--- config.mk ---
export PLATFORM = sky130hd
export DESIGN_NAME = alu_seq_divider
export DESIGN_NICKNAME = d
export VERILOG_FILES = /design/src/rtl/alu_seq_divider.sv
export SDC_FILE = /design/constraint.sdc
export NUM_CORES = 1
export LEC_CHECK = 0
export ABC_AREA = 1
export BUFFER_PORTS_ARGS = -buffer_cell sky130_fd_sc_hd__buf_2
export CAP_MARGIN = 0
export CORE_ASPECT_RATIO = 0.75
export CORE_MARGIN = 4
export CORE_UTILIZATION = 50
export CTS_CLUSTER_DIAMETER = 150
export DETAILED_ROUTE_END_ITERATION = 10
export PLACE_DENSITY = 0.73
export SYNTH_ARGS = -nofsm -noshare
export SYNTH_HDL_FRONTEND = slang
export SYNTH_SLANG_ARGS = --single-unit
--- constraint.sdc ---
create_clock -name clk -period 2.8 [get_ports clk]
set_input_delay 0.14 -clock clk [delete_from_list [all_inputs] [get_ports clk]]
set_output_delay 0.14 -clock clk [all_outputs]
set_load 0.01 [all_outputs]
--- src/rtl/alu_seq_divider.sv ---
`default_nettype none
// ============================================================================
// Module      : alu_seq_divider
// Description : Multi-cycle restoring shift-subtract divider. Divides a
//               product-width dividend by a narrow divisor, one quotient bit
//               per clock, under a start/busy/done handshake.
//               Optional macro ALU_DIV_SIGNED_EN adds two's-complement mode
//               selected by is_signed.
// Revision    : 1.0 - initial release
// ============================================================================
module alu_seq_divider #(
    parameter int DIVIDEND_W = 8,
    parameter int DIVISOR_W  = 4,
    parameter int CNT_W      = 4
) (
    input  logic                  clk,
    input  logic                  rst,
    input  logic                  start,
    input  logic [DIVIDEND_W-1:0] dividend,
    input  logic [DIVISOR_W-1:0]  divisor,
    input  logic                  is_signed,
    output logic                  busy,
    output logic                  done,
    output logic [DIVIDEND_W-1:0] quot,
    output logic [DIVISOR_W-1:0]  rem,
    output logic                  div_by_zero
);

    typedef enum logic [1:0] {
        ST_IDLE = 2'd0,
        ST_RUN  = 2'd1,
        ST_DONE = 2'd2
    } state_t;

    // Counter value present on the edge that performs the final step
    localparam logic [CNT_W-1:0] c_last_cnt = CNT_W'(DIVIDEND_W - 1);

    state_t                r_state;
    state_t                w_state_nxt;

    logic [DIVISOR_W:0]    r_p;       // partial remainder, one guard bit
    logic [DIVIDEND_W-1:0] r_q;       // dividend shifting out, quotient shifting in
    logic [DIVISOR_W-1:0]  r_div;     // latched divisor magnitude
    logic [CNT_W-1:0]      r_cnt;
    logic [DIVIDEND_W-1:0] r_quot;
    logic [DIVISOR_W-1:0]  r_rem;
    logic                  r_dbz;

    logic                  w_div_zero;
    logic                  w_last;
    logic [DIVISOR_W:0]    w_p_sh;
    logic                  w_fits;
    logic [DIVISOR_W:0]    w_p_nxt;
    logic [DIVIDEND_W-1:0] w_q_nxt;
    logic [DIVIDEND_W-1:0] w_dvd_mag;
    logic [DIVISOR_W-1:0]  w_dvs_mag;
    logic [DIVISOR_W-1:0]  w_rem_raw;
    logic [DIVIDEND_W-1:0] w_quot_res;
    logic [DIVISOR_W-1:0]  w_rem_res;
    logic [2:0]            w_unused_bits;

    assign w_div_zero = (divisor == '0);
    assign w_last     = (r_cnt == c_last_cnt);

    // One restoring step: shift {P,Q} left, trial-subtract the divisor from P.
    // P stays below the divisor after every step, so the shifted value always
    // fits in DIVISOR_W+1 bits and the guard bit of r_p is never set.
    assign w_p_sh  = {r_p[DIVISOR_W-1:0], r_q[DIVIDEND_W-1]};
    assign w_fits  = (w_p_sh >= {1'b0, r_div});
    assign w_p_nxt = w_fits ? (w_p_sh - {1'b0, r_div}) : w_p_sh;
    assign w_q_nxt = {r_q[DIVIDEND_W-2:0], w_fits};
    assign w_rem_raw = w_p_nxt[DIVISOR_W-1:0];

`ifdef ALU_DIV_SIGNED_EN
    logic w_dvd_neg;
    logic w_dvs_neg;
    logic r_neg_q;
    logic r_neg_r;

    // The iteration is always unsigned; signed mode feeds it magnitudes and
    // fixes the signs afterwards. The most negative dividend's magnitude still
    // fits as an unsigned value, so -128/-1 wraps to 0x80 naturally.
    assign w_dvd_neg  = is_signed & dividend[DIVIDEND_W-1];
    assign w_dvs_neg  = is_signed & divisor[DIVISOR_W-1];
    assign w_dvd_mag  = w_dvd_neg ? -dividend : dividend;
    assign w_dvs_mag  = w_dvs_neg ? -divisor : divisor;
    assign w_quot_res = r_neg_q ? -w_q_nxt : w_q_nxt;
    assign w_rem_res  = r_neg_r ? -w_rem_raw : w_rem_raw;

    // Capture result-sign fixups at accept time alongside the operands
    always_ff @(posedge clk) begin
        if (rst) begin
            r_neg_q <= 1'b0;
            r_neg_r <= 1'b0;
        end else if (r_state == ST_IDLE && start && !w_div_zero) begin
            r_neg_q <= w_dvd_neg ^ w_dvs_neg;
            r_neg_r <= w_dvd_neg;
        end
    end
`else
    assign w_dvd_mag  = dividend;
    assign w_dvs_mag  = divisor;
    assign w_quot_res = w_q_nxt;
    assign w_rem_res  = w_rem_raw;
`endif

    // Guard bits are structurally zero; is_signed is inert in the unsigned build
    assign w_unused_bits = {is_signed, r_p[DIVISOR_W], w_p_nxt[DIVISOR_W]};

    // State register
    always_ff @(posedge clk) begin
        if (rst) begin
            r_state <= ST_IDLE;
        end else begin
            r_state <= w_state_nxt;
        end
    end

    // Next-state and handshake outputs
    always_comb begin
        w_state_nxt = r_state;
        busy        = 1'b0;
        done        = 1'b0;
        case (r_state)
            ST_IDLE: begin
                if (start) begin
                    w_state_nxt = w_div_zero ? ST_DONE : ST_RUN;
                end
            end
            ST_RUN: begin
                busy = 1'b1;
                if (w_last) begin
                    w_state_nxt = ST_DONE;
                end
            end
            ST_DONE: begin
                done        = 1'b1;
                w_state_nxt = ST_IDLE;
            end
            default: begin
                w_state_nxt = ST_IDLE;
            end
        endcase
    end

    // Operand latch, iteration datapath and result registers
    always_ff @(posedge clk) begin
        if (rst) begin
            r_p    <= '0;
            r_q    <= '0;
            r_div  <= '0;
            r_cnt  <= '0;
            r_quot <= '0;
            r_rem  <= '0;
            r_dbz  <= 1'b0;
        end else begin
            case (r_state)
                ST_IDLE: begin
                    if (start) begin
                        if (w_div_zero) begin
                            r_quot <= '1;
                            r_rem  <= dividend[DIVISOR_W-1:0];
                            r_dbz  <= 1'b1;
                        end else begin
                            r_p   <= '0;
                            r_q   <= w_dvd_mag;
                            r_div <= w_dvs_mag;
                            r_cnt <= '0;
                            r_dbz <= 1'b0;
                        end
                    end
                end
                ST_RUN: begin
                    r_p   <= w_p_nxt;
                    r_q   <= w_q_nxt;
                    r_cnt <= r_cnt + CNT_W'(1);
                    if (w_last) begin
                        r_quot <= w_quot_res;
                        r_rem  <= w_rem_res;
                    end
                end
                default: begin
                end
            endcase
        end
    end

    assign quot        = r_quot;
    assign rem         = r_rem;
    assign div_by_zero = r_dbz;

endmodule
`default_nettype wire

==> impl_metrics.toml, run 1 <==
[route]
route.final.wire_length_mm = 3.48
viasPerCell = 5.05
drc = 0
antenna_left = 0
drtIter0Drc = 87
firstDrtPassIters = 4
wl_per_cell_um = 11.7
route.vias.total = 1501

[job]
max_cap_violations = 0

[cts]
cts_inserted_buffers = 5
cts_tree = "built"
cts.reportedPaths.clkPinSlew_ns = 0.07
post_cts_resized = 0
cts_root_buf = "clkbuf_8"
cts_htree_levels = 2
clockBufferDepth = 2
clk-insertion-delay-late_ns = 0.29
cts_hold_buf = 0
cts.sinks = 35
post_cts_buffers = 0

[pwr]
peakVddDrop_mv = 0.370
combPwrFrac = 0.228
p_sw_mw = 0.386
intPower_mw = 0.815
power_frac_clock = 0.293
power.density_mw_per_mm2 = 622
seqPwrFrac = 0.479
p_leak_nw = 0.958
p_sw_frac = 0.321

[sta]
slew_headroom = 0.534
tns_ns = 0
rsz0062_at_grt = "no"
tightestPinTransition_ns = 0.699
finalSetupViolCount = 0
maxSlewViolCount = 0
fin_crit_sh = 0.627
final_hold_viol_count = 0
fin_crit_ns = 1.76
setup_slack_ns = 1.04
max_freq_ghz = 0.569
fin_skew_ns = 0.00522

[synth]
synth.distinct_cells = 29
synthesis.area_mm2 = 0.00171
yosys.area_share.simple = 0.280
synth_xor_area_frac = 0.00512
ys_seq_area_frac = 0.409
syn-num-nets = 251
yosysWarnings = 0
synthAdderAreaFrac = 0.0482
synthMuxAreaShare = 0
postSynthAreaPerCell_um2 = 7.47
synth-compound-area-share = 0.157
synthCells = 229
synth_seq_cells = 35
synth_top_family_by_area = "simple AND/OR/NAND/NOR gates"

[floorplanning]
pin_count = 31
fp.dieH_um = 58.7
start_util = 0.521
dieArea_mm2 = 0.00443
num_rows = 18
die_w_um = 75.6
core_mm2 = 0.00329

[critical_path]
crit_path_max_incr_delay_ns = 0.36
worstSetupStartpointType = "flop"
cpMaxStageDelayCell = "dfxtp_1"
cp_common_cell = "inv_2"
end_kind = "flop"
cp_max_fo = 27
worst-setup-path-type = "reg2reg"
crit_chain = "inv_2 > nor2_8 > inv_4 > nand2_2 > nand3_4 > inv_2 > o21ai_0 > nor2_1"
worstPathArrival_ns = 1.98
crit_required_ns = 3.03

[grt]
antenna_found_initial = 0
grt_max_degree = 28
first_global_vias = 1340
grt-ovfl-total = 0
grt_util_all_layers = 0.176
grt_pass1_wl_mm = 5.90

[cells_and_area]
layout_common_cells = "dfxtp_1, nand2_1, buf_2"
final_common_cell = "dfxtp_1"
insertedDiodeCount = 0
final_nets = 278
fill_cells = 324
area_delta_synth_final_pct = 12.8
drive_gt1_frac = 0.198

[run_status]
run_status = "finished clean"

[placed_design]
gp_congestion = 0.837
io_buffers = 29
pre_cts_ws_ns = 1.04
hpwl_mm = 2.49

[worst_hold_path]
hold_class = "in2reg"
power by group through the flow:
stage	clock network, mW	logic [mW]	registers [mW]
finish	0.352	0.273	0.575
global placement	0	0.273	0.585
floorplan	0	0.207	0.590
detailed placement	0	0.276	0.586
CTS	0.364	0.276	0.575
global route	0.380	0.319	0.581
final cells by class:
type	instances	area, um2	area share
clock buffers	5	68.8	0.0356
clock inverters	3	15.0	0.00778
inverters	29	111	0.0577
multi-input cells	156	840	0.435
flip-flops and latches	35	701	0.363
well taps	40	50.0	0.0259
repair buffers	29	145	0.0752
worst max-delay path: cells and delay by family (launching register included):
kind | cells | cell delay, ns
AOI/OAI and AO/OA | 1 | 0.11
and+or+nand+nor | 4 | 0.71
DFF | 1 | 0.36
buffers and inverters | 3 | 0.49
metal layers:
metal  part of all wire  track usage  vias to the layer above
met2               0.39        0.244                       40
met1               0.51        0.261                      642
li1                   -            -                      812
met5                  0            0                        -
met4              0.018       0.0599                        0
met3              0.075       0.0478                        7
through the flow:
step                power (mW)  area [um2]  hold slack, ns   util  std cells
CTS                       1.22        1930           0.137  0.587        297
global placement         0.858        1850           0.435  0.562        289
detailed placement       0.862        1850           0.443  0.562        289
global route              1.28        1930           0.175  0.587        297
finish                    1.20        1930           0.142  0.587        297
floorplan                0.797        1710           0.300      -        229
sequential cells by signal, summed over array words and instances (netlist names):
register,cells
r_state,2
r_div,4
quot,8
r_p,4
rem,4
r_cnt,4
r_q,8
div_by_zero,1
cells in the mapped netlist, drive strengths merged:
library cell / n / area share
nand3: 24 / 0.080
fa: 1 / 0.012
dfxtp: 35 / 0.41
nor3: 5 / 0.015
a31o: 1 / 0.0051
buf: 6 / 0.029
a21oi: 15 / 0.044
nand4: 5 / 0.018
nand2: 36 / 0.085
inv: 29 / 0.065
or2: 3 / 0.011
a211oi: 3 / 0.013
o21a: 4 / 0.018
ha: 5 / 0.037
a31oi: 3 / 0.011
o21ai: 22 / 0.067
xor2: 1 / 0.0051
clkbuf: 3 / 0.0066
nor2: 28 / 0.071
cell families (layout without fill, tap and decap cells):
family / after synthesis / count (layout)
AND/OR/NAND/NOR: 101 / 101
AO/OA/AOI/OAI: 48 / 48
buffers and inverters: 38 / 66
flip-flops: 35 / 35
adder cells (fa/ha/maj): 6 / 6
XOR/XNOR: 1 / 1
path summary, 6_finish.rpt:
path              start       end  slack, ns  cells past startpoint
min reg2reg    r_div[0]  r_div[0]       0.46                      2
max reg2reg  r_state[0]   quot[1]       1.04                      8
max          r_state[0]   quot[1]       1.04                      8
min          divisor[1]  r_div[1]       0.14                      3
Note: power is estimated with default switching activity, not from simulation.
==> inputs of run 2 (changes only) <==
--- a/config.mk
+++ b/config.mk
@@ -5,7 +5,7 @@
 export SDC_FILE = /design/constraint.sdc
 export NUM_CORES = 1
 export LEC_CHECK = 0
-export ABC_AREA = 1
+export ABC_AREA = 0
 export BUFFER_PORTS_ARGS = -buffer_cell sky130_fd_sc_hd__buf_2
 export CAP_MARGIN = 0
 export CORE_ASPECT_RATIO = 0.75
==> constraint.sdc (replaced) <==
create_clock -name clk -period 1.7 [get_ports clk]
set_input_delay 0.085 -clock clk [delete_from_list [all_inputs] [get_ports clk]]
set_output_delay 0.085 -clock clk [all_outputs]
set_load 0.01 [all_outputs]
==> impl_metrics.toml, run 2 <==
[run_status]
run_status = "finished clean"

[floorplanning]
dieArea_mm2 = 0.00446
die_w_um = 75.8
fp.dieH_um = 58.9
start_util = 0.521
core_mm2 = 0.00331
num_rows = 18
pin_count = 31

[cells_and_area]
area_delta_synth_final_pct = 28.7
layout_common_cells = "nand2_1, dfxtp_1, buf_2"
insertedDiodeCount = 0
drive_gt1_frac = 0.389
final_common_cell = "nand2_1"
final_nets = 265

[synth]
synth_area_leaders = "dfxtp_1, nand2_1, a311oi_1"
synth-compound-area-share = 0.241
synthTopCellsByCount = "dfxtp_1, nand2_1, nor2_1"
synthesis.area_mm2 = 0.00173
yosysWarnings = 0
synth_top_family_by_area = "compound AO/OA/AOI/OAI gates"
synth_seq_cells = 35
syn-num-nets = 224
synth_ff_type = "dfxtp_1"
synth_edf_count = 0
synth.distinct_cells = 38
synth_xor_area_frac = 0.00508
synthAdderAreaFrac = 0.0479
postSynthAreaPerCell_um2 = 8.54
synthCells = 202
ys_seq_area_frac = 0.406
synth.most_common_cell = "dfxtp_1"
synthMuxAreaShare = 0.00580
synth_top_area_cell = "dfxtp_1"
synthArstFlopShare = 0
yosys.area_share.simple = 0.232
synth_top_area_frac = 0.406

[cts]
cts_root_buf = "clkbuf_8"
cts_htree_levels = 2
cts.sinks = 35
cts.reportedPaths.clkPinSlew_ns = 0.07
cts_tree = "built"
clockBufferDepth = 2
clk-insertion-delay-late_ns = 0.28
cts_inserted_buffers = 5

[route]
firstDrtPassIters = 4
antenna_left = 0
viasPerCell = 5.45
drc = 0
wl_per_cell_um = 14.3
drtIter0Drc = 104
route.final.wire_length_mm = 4.06
route.vias.total = 1548

[grt]
first_global_vias = 1408
antenna_found_initial = 0
grt_max_degree = 36
grt_util_all_layers = 0.194
grt_pass1_wl_mm = 6.59
grt-ovfl-total = 0

[sta]
fin_skew_ns = 0.00217
setup_slack_ns = 0.0505
tightestPinTransition_ns = 0.714
fin_crit_sh = 0.970
slew_headroom = 0.524
rsz0062_at_grt = "yes"
finalSetupViolCount = 0
maxSlewViolCount = 0
final_hold_viol_count = 0
worst_hold_slack_ns = 0.0611
fin_crit_ns = 1.65
max_freq_ghz = 0.606

[critical_path]
crit_path_max_incr_delay_ns = 0.33
worstSetupStartpointType = "flop"
cp_max_fo = 7
critPathTopFamily = "compound AO/OA/AOI/OAI gates"
crit_required_ns = 1.90
worstPathArrival_ns = 1.85
cpMaxStageDelayCell = "dfxtp_2"
cp_num_buf_inv = 1
end_kind = "flop"
worst-setup-path-type = "reg2reg"
crit_chain = "inv_2 > ha_4 > nor2b_4 > o21ai_4 > a21oi_2 > nand3b_1 > a311oi_2"

[placed_design]
hpwl_mm = 2.79
io_buffers = 29
gp_congestion = 0.814
pre_cts_ws_ns = -0.0891

[job]
max_cap_violations = 0

[pwr]
p_leak_nw = 0.891
power_mw = 1.96
peakVddDrop_mv = 0.556
power.density_mw_per_mm2 = 885

[worst_hold_path]
hold_class = "in2reg"
==> run 2: area by class of cell <==
type                       instances  area, um2
fill                             280       1090
multi-input combinational        144       1050
sequential                        35        707
timing repair buffer              47        293
clock buffer                       7       76.3
tap                               40       50.0
inverter                          10       37.5
clock inverter                     1       5.00
==> run 2: tightest hold or removal path: stages <==
cell,delay [ns]
buf_2,0.12
nand2_1,0.06
a21oi_1,0.05
==> run 2: cell families (layout without fill, tap and decap cells) <==
logic type | after synthesis | count (layout)
muxes | 1 | 1
DFF | 35 | 35
AOI/OAI and AO/OA | 54 | 54
and+or+nand+nor | 82 | 82
adders and majority gates | 6 | 6
xor gates and xnor gates | 1 | 1
buffers and inverters | 23 | 65
==> run 2: path summary, 6_finish.rpt <==
check | start | end | slack (ns) | depth (start not counted)
worst max-delay path | r_q[7] | rem[0] | 0.05 | 7
worst min-delay path | divisor[0] | r_div[0] | 0.06 | 3
worst max register to register | r_q[7] | rem[0] | 0.05 | 7
worst min register to register | r_div[3] | r_div[3] | 0.48 | 2
==> run 2: layer usage <==
| metal | global-route usage | routed length, um | up-vias |
|---|---|---|---|
| met4 | 0.0599 | 31 | 0 |
| met3 | 0.0529 | 244 | 4 |
| met2 | 0.266 | 1780 | 38 |
| met1 | 0.293 | 2000 | 713 |
| met5 | 0 | 0 | - |
| li1 | - | - | 793 |
==> run 2: where the power goes <==
part / leakage, nW / internal [mW] / switching, mW
Sequential: 0.288 / 0.867 / 0.0365
Combinational: 0.562 / 0.216 / 0.267
Clock: 0.0422 / 0.287 / 0.290
==> run 2: metrics by stage <==
stage | cells | area (um2) | setup TNS [ns] | utilization
2_1_floorplan | 202 | 1730 | 0 | -
3_3_place_gp | 274 | 1980 | -0.0501 | 0.599
3_5_place_dp | 274 | 1980 | -0.335 | 0.599
4_1_cts | 282 | 2090 | 0 | 0.631
5_1_grt | 284 | 2220 | -0.125 | 0.671
6_report | 284 | 2220 | 0 | 0.671
==> run 2: timing repair <==
| item | in CTS | in global routing |
|---|---|---|
| cloned | 0 | 0 |
| resized for setup | 6 | 27 |
| hold buffers | 0 | 0 |
| setup endpoints to repair | 8 | 10 |
| pin swaps | 0 | 11 |
| buffers inserted | 0 | 2 |
